## src/rtl/cpu16_pkg.sv

```systemverilog
// Shared cpu16 constants: register-file geometry and write-back queue sizing.
package cpu16_pkg;

  localparam int unsigned CpuDw    = 16;
  localparam int unsigned CpuAw    = 3;
  localparam int unsigned WbqDepth = 4;

  // Register 0 is hard-wired to zero, so writes to it are never queued or bypassed.
  localparam int unsigned RegZero  = 0;

endpackage

```

## src/rtl/wb_queue_if.sv

```systemverilog
// Producer-to-queue write channel: valid/ready handshake carrying address and data.
interface wb_queue_if
  import cpu16_pkg::*;
#(
  parameter int unsigned DW = CpuDw,
  parameter int unsigned AW = CpuAw
);
  logic          in_valid;
  logic          in_ready;
  logic [AW-1:0] in_addr;
  logic [DW-1:0] in_data;

  modport master (output in_valid, output in_addr, output in_data, input in_ready);
  modport slave  (input in_valid, input in_addr, input in_data, output in_ready);
endinterface

```

## src/rtl/wb_bypass_match.sv

```systemverilog
// Youngest-match search over the queue entries for one register-file read port.
module wb_bypass_match
  import cpu16_pkg::*;
#(
  parameter int unsigned DW    = CpuDw,
  parameter int unsigned AW    = CpuAw,
  parameter int unsigned DEPTH = WbqDepth
) (
  input  logic [DEPTH-1:0]         ent_valid,
  input  logic [DEPTH-1:0][AW-1:0] ent_addr,
  input  logic [DEPTH-1:0][DW-1:0] ent_data,
  input  logic [$clog2(DEPTH)-1:0] head,
  input  logic [AW-1:0]            ra,
  output logic                     hit,
  output logic [DW-1:0]            bd
);
  localparam int unsigned PW = $clog2(DEPTH);

  logic [PW-1:0] idx;

  // Walk oldest to youngest from the head so the last match found wins.
  always_comb begin
    hit = 1'b0;
    bd  = '0;
    idx = '0;
    for (int unsigned i = 0; i < DEPTH; i++) begin
      idx = head + PW'(i);
      if (ent_valid[idx] && (ent_addr[idx] == ra) && (ra != AW'(RegZero))) begin
        hit = 1'b1;
        bd  = ent_data[idx];
      end
    end
  end

endmodule

```

## src/rtl/wb_queue.sv

```systemverilog
// Write-back queue between result producers and the register file, with
// youngest-match read bypass on two operand ports.
module wb_queue
  import cpu16_pkg::*;
#(
  parameter int unsigned DW    = CpuDw,
  parameter int unsigned AW    = CpuAw,
  parameter int unsigned DEPTH = WbqDepth
) (
  input  logic                   clk,
  input  logic                   rst,
  wb_queue_if.slave              push,
  input  logic                   hold,
  output logic                   we,
  output logic [AW-1:0]          wa,
  output logic [DW-1:0]          wd,
  input  logic [AW-1:0]          ra1,
  input  logic [AW-1:0]          ra2,
  output logic                   hit1,
  output logic                   hit2,
  output logic [DW-1:0]          bd1,
  output logic [DW-1:0]          bd2,
  output logic [$clog2(DEPTH):0] count
);
  localparam int unsigned PW = $clog2(DEPTH);
  localparam int unsigned CW = PW + 1;

  logic [DEPTH-1:0]         valid_q;
  logic [DEPTH-1:0][AW-1:0] addr_q;
  logic [DEPTH-1:0][DW-1:0] data_q;
  logic [PW-1:0]            head_q, tail_q;
  logic [CW-1:0]            count_q;

  logic             nonempty, do_push, do_pop;
  logic [DEPTH-1:0] valid_vis;

  assign nonempty      = (count_q != '0);
  assign push.in_ready = rst || (count_q != CW'(DEPTH));
  // Register-0 writes complete the handshake but never allocate an entry.
  assign do_push       = push.in_valid && push.in_ready && (push.in_addr != AW'(RegZero));
  assign do_pop        = we;

  // Outputs are forced to their idle values while reset is asserted.
  always_comb begin
    we        = !rst && nonempty && !hold;
    wa        = '0;
    wd        = '0;
    count     = rst ? '0 : count_q;
    valid_vis = rst ? '0 : valid_q;
    if (!rst && nonempty) begin
      wa = addr_q[head_q];
      wd = data_q[head_q];
    end
  end

  always_ff @(posedge clk) begin
    if (rst) begin
      valid_q <= '0;
      head_q  <= '0;
      tail_q  <= '0;
      count_q <= '0;
    end else begin
      if (do_pop) begin
        valid_q[head_q] <= 1'b0;
        head_q          <= head_q + 1'b1;
      end
      if (do_push) begin
        valid_q[tail_q] <= 1'b1;
        addr_q[tail_q]  <= push.in_addr;
        data_q[tail_q]  <= push.in_data;
        tail_q          <= tail_q + 1'b1;
      end
      count_q <= count_q + CW'(do_push) - CW'(do_pop);
    end
  end

  wb_bypass_match #(.DW(DW), .AW(AW), .DEPTH(DEPTH)) u_match1 (
    .ent_valid (valid_vis),
    .ent_addr  (addr_q),
    .ent_data  (data_q),
    .head      (head_q),
    .ra        (ra1),
    .hit       (hit1),
    .bd        (bd1)
  );

  wb_bypass_match #(.DW(DW), .AW(AW), .DEPTH(DEPTH)) u_match2 (
    .ent_valid (valid_vis),
    .ent_addr  (addr_q),
    .ent_data  (data_q),
    .head      (head_q),
    .ra        (ra2),
    .hit       (hit2),
    .bd        (bd2)
  );

endmodule
```

## src/flat_wrapper.sv

```systemverilog
// flat-port wrapper written by rule: the top's interface ports become plain ports
module wb_queue_flat import cpu16_pkg::*;
#(
  parameter int unsigned DW    = CpuDw,
  parameter int unsigned AW    = CpuAw,
  parameter int unsigned DEPTH = WbqDepth
)
  (clk, rst, hold, we, wa, wd, ra1, ra2, hit1, hit2, bd1, bd2, count, push_in_valid, push_in_addr, push_in_data, push_in_ready);
  wb_queue_if #(.DW(DW), .AW(AW)) push_i ();
  input  logic clk;
  input  logic rst;
  input  logic hold;
  output logic we;
  output logic [AW-1:0] wa;
  output logic [DW-1:0] wd;
  input  logic [AW-1:0] ra1;
  input  logic [AW-1:0] ra2;
  output logic hit1;
  output logic hit2;
  output logic [DW-1:0] bd1;
  output logic [DW-1:0] bd2;
  output logic [$clog2(DEPTH):0] count;
  input wire logic [$bits(push_i.in_valid)-1:0] push_in_valid;
  input wire logic [$bits(push_i.in_addr)-1:0] push_in_addr;
  input wire logic [$bits(push_i.in_data)-1:0] push_in_data;
  output wire logic [$bits(push_i.in_ready)-1:0] push_in_ready;
  assign push_i.in_valid = push_in_valid;
  assign push_i.in_addr = push_in_addr;
  assign push_i.in_data = push_in_data;
  assign push_in_ready = push_i.in_ready;
  wb_queue #(.DW(DW), .AW(AW), .DEPTH(DEPTH)) u_core (.clk(clk), .rst(rst), .push(push_i), .hold(hold), .we(we), .wa(wa), .wd(wd), .ra1(ra1), .ra2(ra2), .hit1(hit1), .hit2(hit2), .bd1(bd1), .bd2(bd2), .count(count));
endmodule
```

## config.mk

```make
export PLATFORM = sky130hd
export DESIGN_NAME = wb_queue_flat
export DESIGN_NICKNAME = d
export VERILOG_FILES = /design/src/rtl/cpu16_pkg.sv /design/src/rtl/wb_queue_if.sv /design/src/rtl/wb_bypass_match.sv /design/src/rtl/wb_queue.sv /design/src/flat_wrapper.sv
export SDC_FILE = /design/constraint.sdc
export NUM_CORES = 1
export LEC_CHECK = 0
export ABC_AREA = 0
export BUFFER_PORTS_ARGS = -buffer_cell sky130_fd_sc_hd__buf_2
export CAP_MARGIN = 20
export CORE_MARGIN = 5
export CORE_UTILIZATION = 60
export CTS_CLUSTER_SIZE = 8
export DETAILED_ROUTE_END_ITERATION = 8
export PLACE_DENSITY = 0.8
export SLEW_MARGIN = 20
export SYNTH_ARGS = -nofsm -noshare
export SYNTH_HDL_FRONTEND = slang
export SYNTH_SLANG_ARGS = --single-unit
```

## constraint.sdc

```tcl
create_clock -name clk -period 9.3 [get_ports clk]
set_input_delay 1.86 -clock clk [delete_from_list [all_inputs] [get_ports clk]]
set_output_delay 1.86 -clock clk [all_outputs]
set_load 0.01 [all_outputs]
```

* Word-level counts from Yosys, hierarchy flattened
Index checks and enable logic that the tools add are counted.
** Cells by class
- Reductions and logical operators :: 30
- Multipliers :: 0
- $lt $le $gt $ge :: 7
- Mux-type cells :: 57
- Equality and inequality tests :: 9
- Bitwise operators :: 4
- Divide/modulo/power cells :: 0
- Add/subtract/negate cells :: 6
- Shift-type cells :: 0
** Operators by type and width (count)
- $mux 16 :: 14
- $bmux 16 s2 :: 4
- $bwmux 64 :: 1
- $demux 16 s2 :: 1
- $bmux 3 s2 :: 4
- $eq 3x3->1 :: 8
- $logic_and 1x1->1 :: 22
- $mux 3 :: 7
- $mux 4 :: 4
- $lt 2x3->1 const B :: 5
- $mux 1 :: 14
- $bwmux 12 :: 1
- $reduce_bool 3->1 :: 4
- $bmux 1 s2 :: 4
- $demux 3 s2 :: 1
- $add 2x1->2 const B :: 2
- $add 2x2->2 const B :: 2
- $and 4x4->4 :: 1
- $demux 1 s2 :: 2
- $ge 2x1->1 const B :: 2
- $not 4->4 :: 1
- $or 4x4->4 :: 1
- $add 3x1->3 :: 1
- $ne 3x3->1 const B :: 1
- other kinds (5) :: 6
** Storage, ports and cells
- Register bits :: 87
- Output and inout port bits :: 58
- ROM bits :: 0
- Memories kept :: 0
- Input bits :: 29
- Word-level logic and storage cells :: 125
- Latch bits :: 0
- Bits in writable memories :: 0

* Depth between registers and ports, before layout
- Depth in word-level cells :: 10
- Gate-level depth with buffers :: 15

* By module
From an unflattened synthesis, not the netlist that was laid out.
** Second synthesis, totals
- Cell total of the unflattened synthesis :: 664
- Area total of the unflattened synthesis :: 9157.5 sq um
** By module, submodules not included
- wb_bypass_match :: sequential area each 0.0 sq um, times used 2, cells an instance 234, area each 2781.4 sq um
- wb_queue :: sequential area each 2502.4 sq um, times used 1, cells an instance 196, area each 3594.7 sq um

* Least setup slack after synthesis
OpenSTA, ideal clock, no wires.
- Path kind :: flip-flop to output port
- Start point :: register u_core.head_q[1]
- End point :: output bd1[0]
- Data arrival time :: 3.681 ns
- Path buffers :: 6
- Setup slack :: 3.759 ns
- Cell stages (with the launch flop) :: 14
- Required time :: 7.440 ns
- Path through :: dfxtp_1 > buf_2 > buf_1 > clkbuf_1 > inv_1 > ha_1 > buf_4 > buf_2 > mux4_2 > or3b_1 > a211oi_1 > o2111ai_1 > buf_2 > a31oi_1
** On the way
- Word-level cells in the longest chain between the ends :: 9
- Elaborated cells between the ends (all ways) :: 43
- Classes of those cells :: add/sub: 3; eq/ne: 4; mux: 28; reduce/logical: 8
** Ends and longest elaborated chain
- from (decl) :: RTL line wb_queue.sv:31 : logic [PW-1:0] head_q, tail_q;
- from (signal assigned) :: RTL line wb_queue.sv:65 : head_q <= head_q + 1'b1;
- $add 2x1->2 / $bmux 3 s2 (equally long branches) :: RTL line wb_bypass_match.sv:27, wb_bypass_match.sv:28
- $bmux 3 s2 / $mux 3 (equally long branches) :: RTL line wb_bypass_match.sv:28 : if (ent_valid[idx] && (ent_addr[idx] == ra) && (ra != AW'(RegZero))) begin
- $mux 3 (not written as such) / $eq 3x3->1 (equally long branches) :: RTL line wb_bypass_match.sv:28
- $eq 3x3->1 / $logic_and 1x1->1 (equally long branches) :: RTL line wb_bypass_match.sv:28
- $logic_and 1x1->1 :: RTL line wb_bypass_match.sv:28
- $logic_and 1x1->1 / $mux 16 (equally long branches) :: RTL line wb_bypass_match.sv:28
- $mux 16 (2 in a row) :: RTL line wb_bypass_match.sv:28
- $mux 16 (*) :: RTL line wb_bypass_match.sv:28
- to (decl) :: RTL line flat_wrapper.sv:20 : output logic [DW-1:0] bd1;
Every way passes the cells marked *; elsewhere a longest branch is shown, timed or not. The select of a mux whose other input is x is not followed.

* Worst setup path in the final report
- Start point :: register u_core.head_q[1]
- End point :: output bd2[5]
** On the way
- Word-level cells in the longest chain between the ends :: 9
- Elaborated cells between the ends (all ways) :: 43
- Classes of those cells :: add/sub: 3; eq/ne: 4; mux: 28; reduce/logical: 8
** Ends and longest elaborated chain
- $add 2x1->2 / $bmux 3 s2 (equally long branches) :: RTL line wb_bypass_match.sv:27, wb_bypass_match.sv:28
- $bmux 3 s2 / $mux 3 (equally long branches) :: RTL line wb_bypass_match.sv:28
- $mux 3 (not written as such) / $eq 3x3->1 (equally long branches) :: RTL line wb_bypass_match.sv:28
- $eq 3x3->1 / $logic_and 1x1->1 (equally long branches) :: RTL line wb_bypass_match.sv:28
- $logic_and 1x1->1 :: RTL line wb_bypass_match.sv:28
- $logic_and 1x1->1 / $mux 16 (equally long branches) :: RTL line wb_bypass_match.sv:28
- $mux 16 (2 in a row) :: RTL line wb_bypass_match.sv:28
- $mux 16 (*) :: RTL line wb_bypass_match.sv:28
- to (decl) :: RTL line flat_wrapper.sv:21 : output logic [DW-1:0] bd2;
Marks and branches as above.

==> run metrics <==
Clock Skew=about 6.6 ps; share of cells above drive strength 1=0.347; Tmin final=7290 ps; max-cap viol count=0; total gr overflow=0; worst-path maximum fanout=44; H-tree levels=3; Final setup viols=0; number of global-route vias before repair=just under 5000; syn avg cell area=12.6 sq um; Cell Area, Synth=6450 sq um; Layout area overhead=9.67%; kind of critical path=reg2out; Synth warnings=0; Clock Root Buffer=clkbuf_8; port bufs=86; critical path launch point=u_core.head_q[1]; CTS Buf Count=9; Final ANT Viol Nets=0; Die Wd=about 110 microns; leading cell type in the layout, fill and taps excluded=buf_2; Post-CTS Hold Buffers=0; final hold violations=0; Synth async-reset ratio=0; Die H=114 microns; Sw Ratio=0.349; largest net degree at the start of global routing=45; unrepaired setup endpoints after global routing=false; fin crit share=0.784; postcts setup bufs=0; slowest cell delay on critical path=1040 ps; Static Leak=0.00247 uW; global-route wire length before repair=~26 mm; Netlist cell types=about 50; max-slew headroom at the worst pin=0.235; final worst slack=2010 ps; Fillers=732; clock sink count=87; Die ar.=between 10000 and 15000 sq um; vias per inst=7.17; WP depth=10; Detail Placement HPWL=11.1 mm; Residual DRC=0; Hold Path Origin=u_core.tail_q[1]; area of the multi-input gates=3650 sq um; status=complete, no violations; worst reg2reg startpoint=u_core.count_q[1]; Mapped Cells=~510; WP data required=7440 ps; maximum vdd drop=~0.00014 V; Hold WC Path Type=reg2reg; Core Util, Final=0.680; clk_lat worst skew=between 300 and 400 ps; ant diodes=0; total internal power=812 uW; # resized after CTS=0; Initial Utilization=0.620; number of synthesized flops with an enable pin=76; Ports=87; WHS Path Cells=2; most frequent cells in the layout=86 x buf_2, 77 x mux4_2, 76 x edfxtp_1, 28 x a21oi_1, 27 x nor2_1; TritonCTS clock tree=done; Yosys reg bits=87; Syn Nets=551; switching pwr=435 uW; dpl cells=689; Routed WL=16.4 mm; dpl ws=~2300 ps; Clock Path Buffers=2; initial antenna violation count=0; crit path cell chain=inv_1 -> ha_2 -> buf_4 -> mux4_2 -> xnor2_1 -> nand4_2 -> nand2_1 -> o22ai_1 -> a31oi_1 -> buf_2; crit-path leading delay family=simple AND/OR/NAND/NOR gates; pwr dens=176 nW/um^2; Placement Rows=37; area share of the largest cell type after synthesis=0.354; Synth area leaders=edfxtp_1 35%, mux4_2 27%, dfxtp_1 3.4%; sequential share of power=0.396; GPL Wtd Cong=roughly 0.86; storage element area=2510 sq um; First-pass DRT Iterations=5; number of max-slew violations in the final report=0; CORE AREA=~10000 sq um; via count=5065; CP max-delay cell=dfxtp_2; total track usage=0.259; Synth Flop Type=edfxtp_1; crit path launch type=flip-flop; Layout Cells excl Fill=706; Reg2Reg Depth=9; Min Hold Slack=around 580 ps; Fmax=137 MHz; leading area contributor after synthesis=edfxtp_1; endpoint class of the critical path=output pin; Clk network pwr share=0.203; WL/cell=23.2 microns; Worst EP arrival=5430 ps; sequential area share after synthesis=0.388; Clock Pin Slew Worst Setup and Hold Paths=approximately 80 ps; layout net count=~610; Fin Setup TNS=0 ps; First DRT Iteration DRCs=499; Worst Tran Pin Value=1150 ps; WP buf/inv=3; combinational power share=0.401
[final timing paths]
| check | end | slack [ps] |
|---|---|---|
| worst min register to register | u_core.tail_q[1] | 580 |
| worst min-delay path | u_core.tail_q[1] | 580 |
| worst max-delay path | bd2[5] | 2010 |
| worst max register to register | u_core.count_q[2] | 6210 |
[synth_stat cells (7+ instances only)]
library cell,n
o211ai_1,13
a31oi_1,14
xnor2_1,15
and3_1,15
nand2_1,24
o22ai_1,20
nor3_1,15
a21oi_1,28
ha_1,10
mux4_2,77
xor2_1,9
nor2_1,27
and2_1,10
a211oi_1,7
buf_2,21
clkbuf_1,15
inv_1,25
dfxtp_1,11
edfxtp_1,76
a22oi_1,19
[per-stage QoR]
| stage | total power, uW | area, sq um |
|---|---|---|
| floorplan | 881 | 6450 |
| global placement | 976 | 6870 |
| detailed placement | 995 | 6870 |
| CTS | 1250 | 7060 |
| global route | 1310 | 7080 |
| finish | 1250 | 7080 |
[worst reg2reg max path: stages, from the launching register on]
cell and delay, ps:
dfxtp_1 350, nor3_2 890, nor3_2 300, ha_1 380
inv_1 40, ha_1 190, fa_1 410, xnor2_1 180
xnor2_1 140, nor2_1 60
[power by group through the flow]
stage                     Sequential (uW)  Combinational [uW]  Clock (uW)
after global routing                  500                 539         275
after floorplan                       471                 410           0
after detailed placement              502                 493           0
after CTS                             494                 496         255
after global placement                499                 478           0
final                                 494                 500         254
[sequential cells by signal (all words and copies together) (netlist names)]
register	cells
u_core.data_q	64
u_core.valid_q	4
u_core.count_q	3
u_core.head_q	2
u_core.addr_q	12
u_core.tail_q	2
[layer usage]
metal	GRT usage	routed length (microns)
met3	0.0477	1770
met1	0.332	5800
met2	0.441	8330
met4	0.0954	483
met5	0	0
[cell type report]
class                           instances  area share
Sequential cell                        87       0.354
Inverter                               25      0.0133
Clock buffer                           10      0.0180
Clock inverter                          6     0.00866
Timing Repair Buffer                   91      0.0666
Multi-Input combinational cell        351       0.515
Tap cell                              136      0.0240
[cell families after synthesis]
kind of cell / share of synthesized area
AND/OR/NAND/NOR: 0.101
buffers and inverters: 0.0523
XOR/XNOR: 0.0326
flip-flops: 0.388
multiplexers: 0.287
adder cells (fa/ha/maj): 0.0225
AO/OA/AOI/OAI: 0.116
No activity file was read; power rests on OpenSTA's default activity.
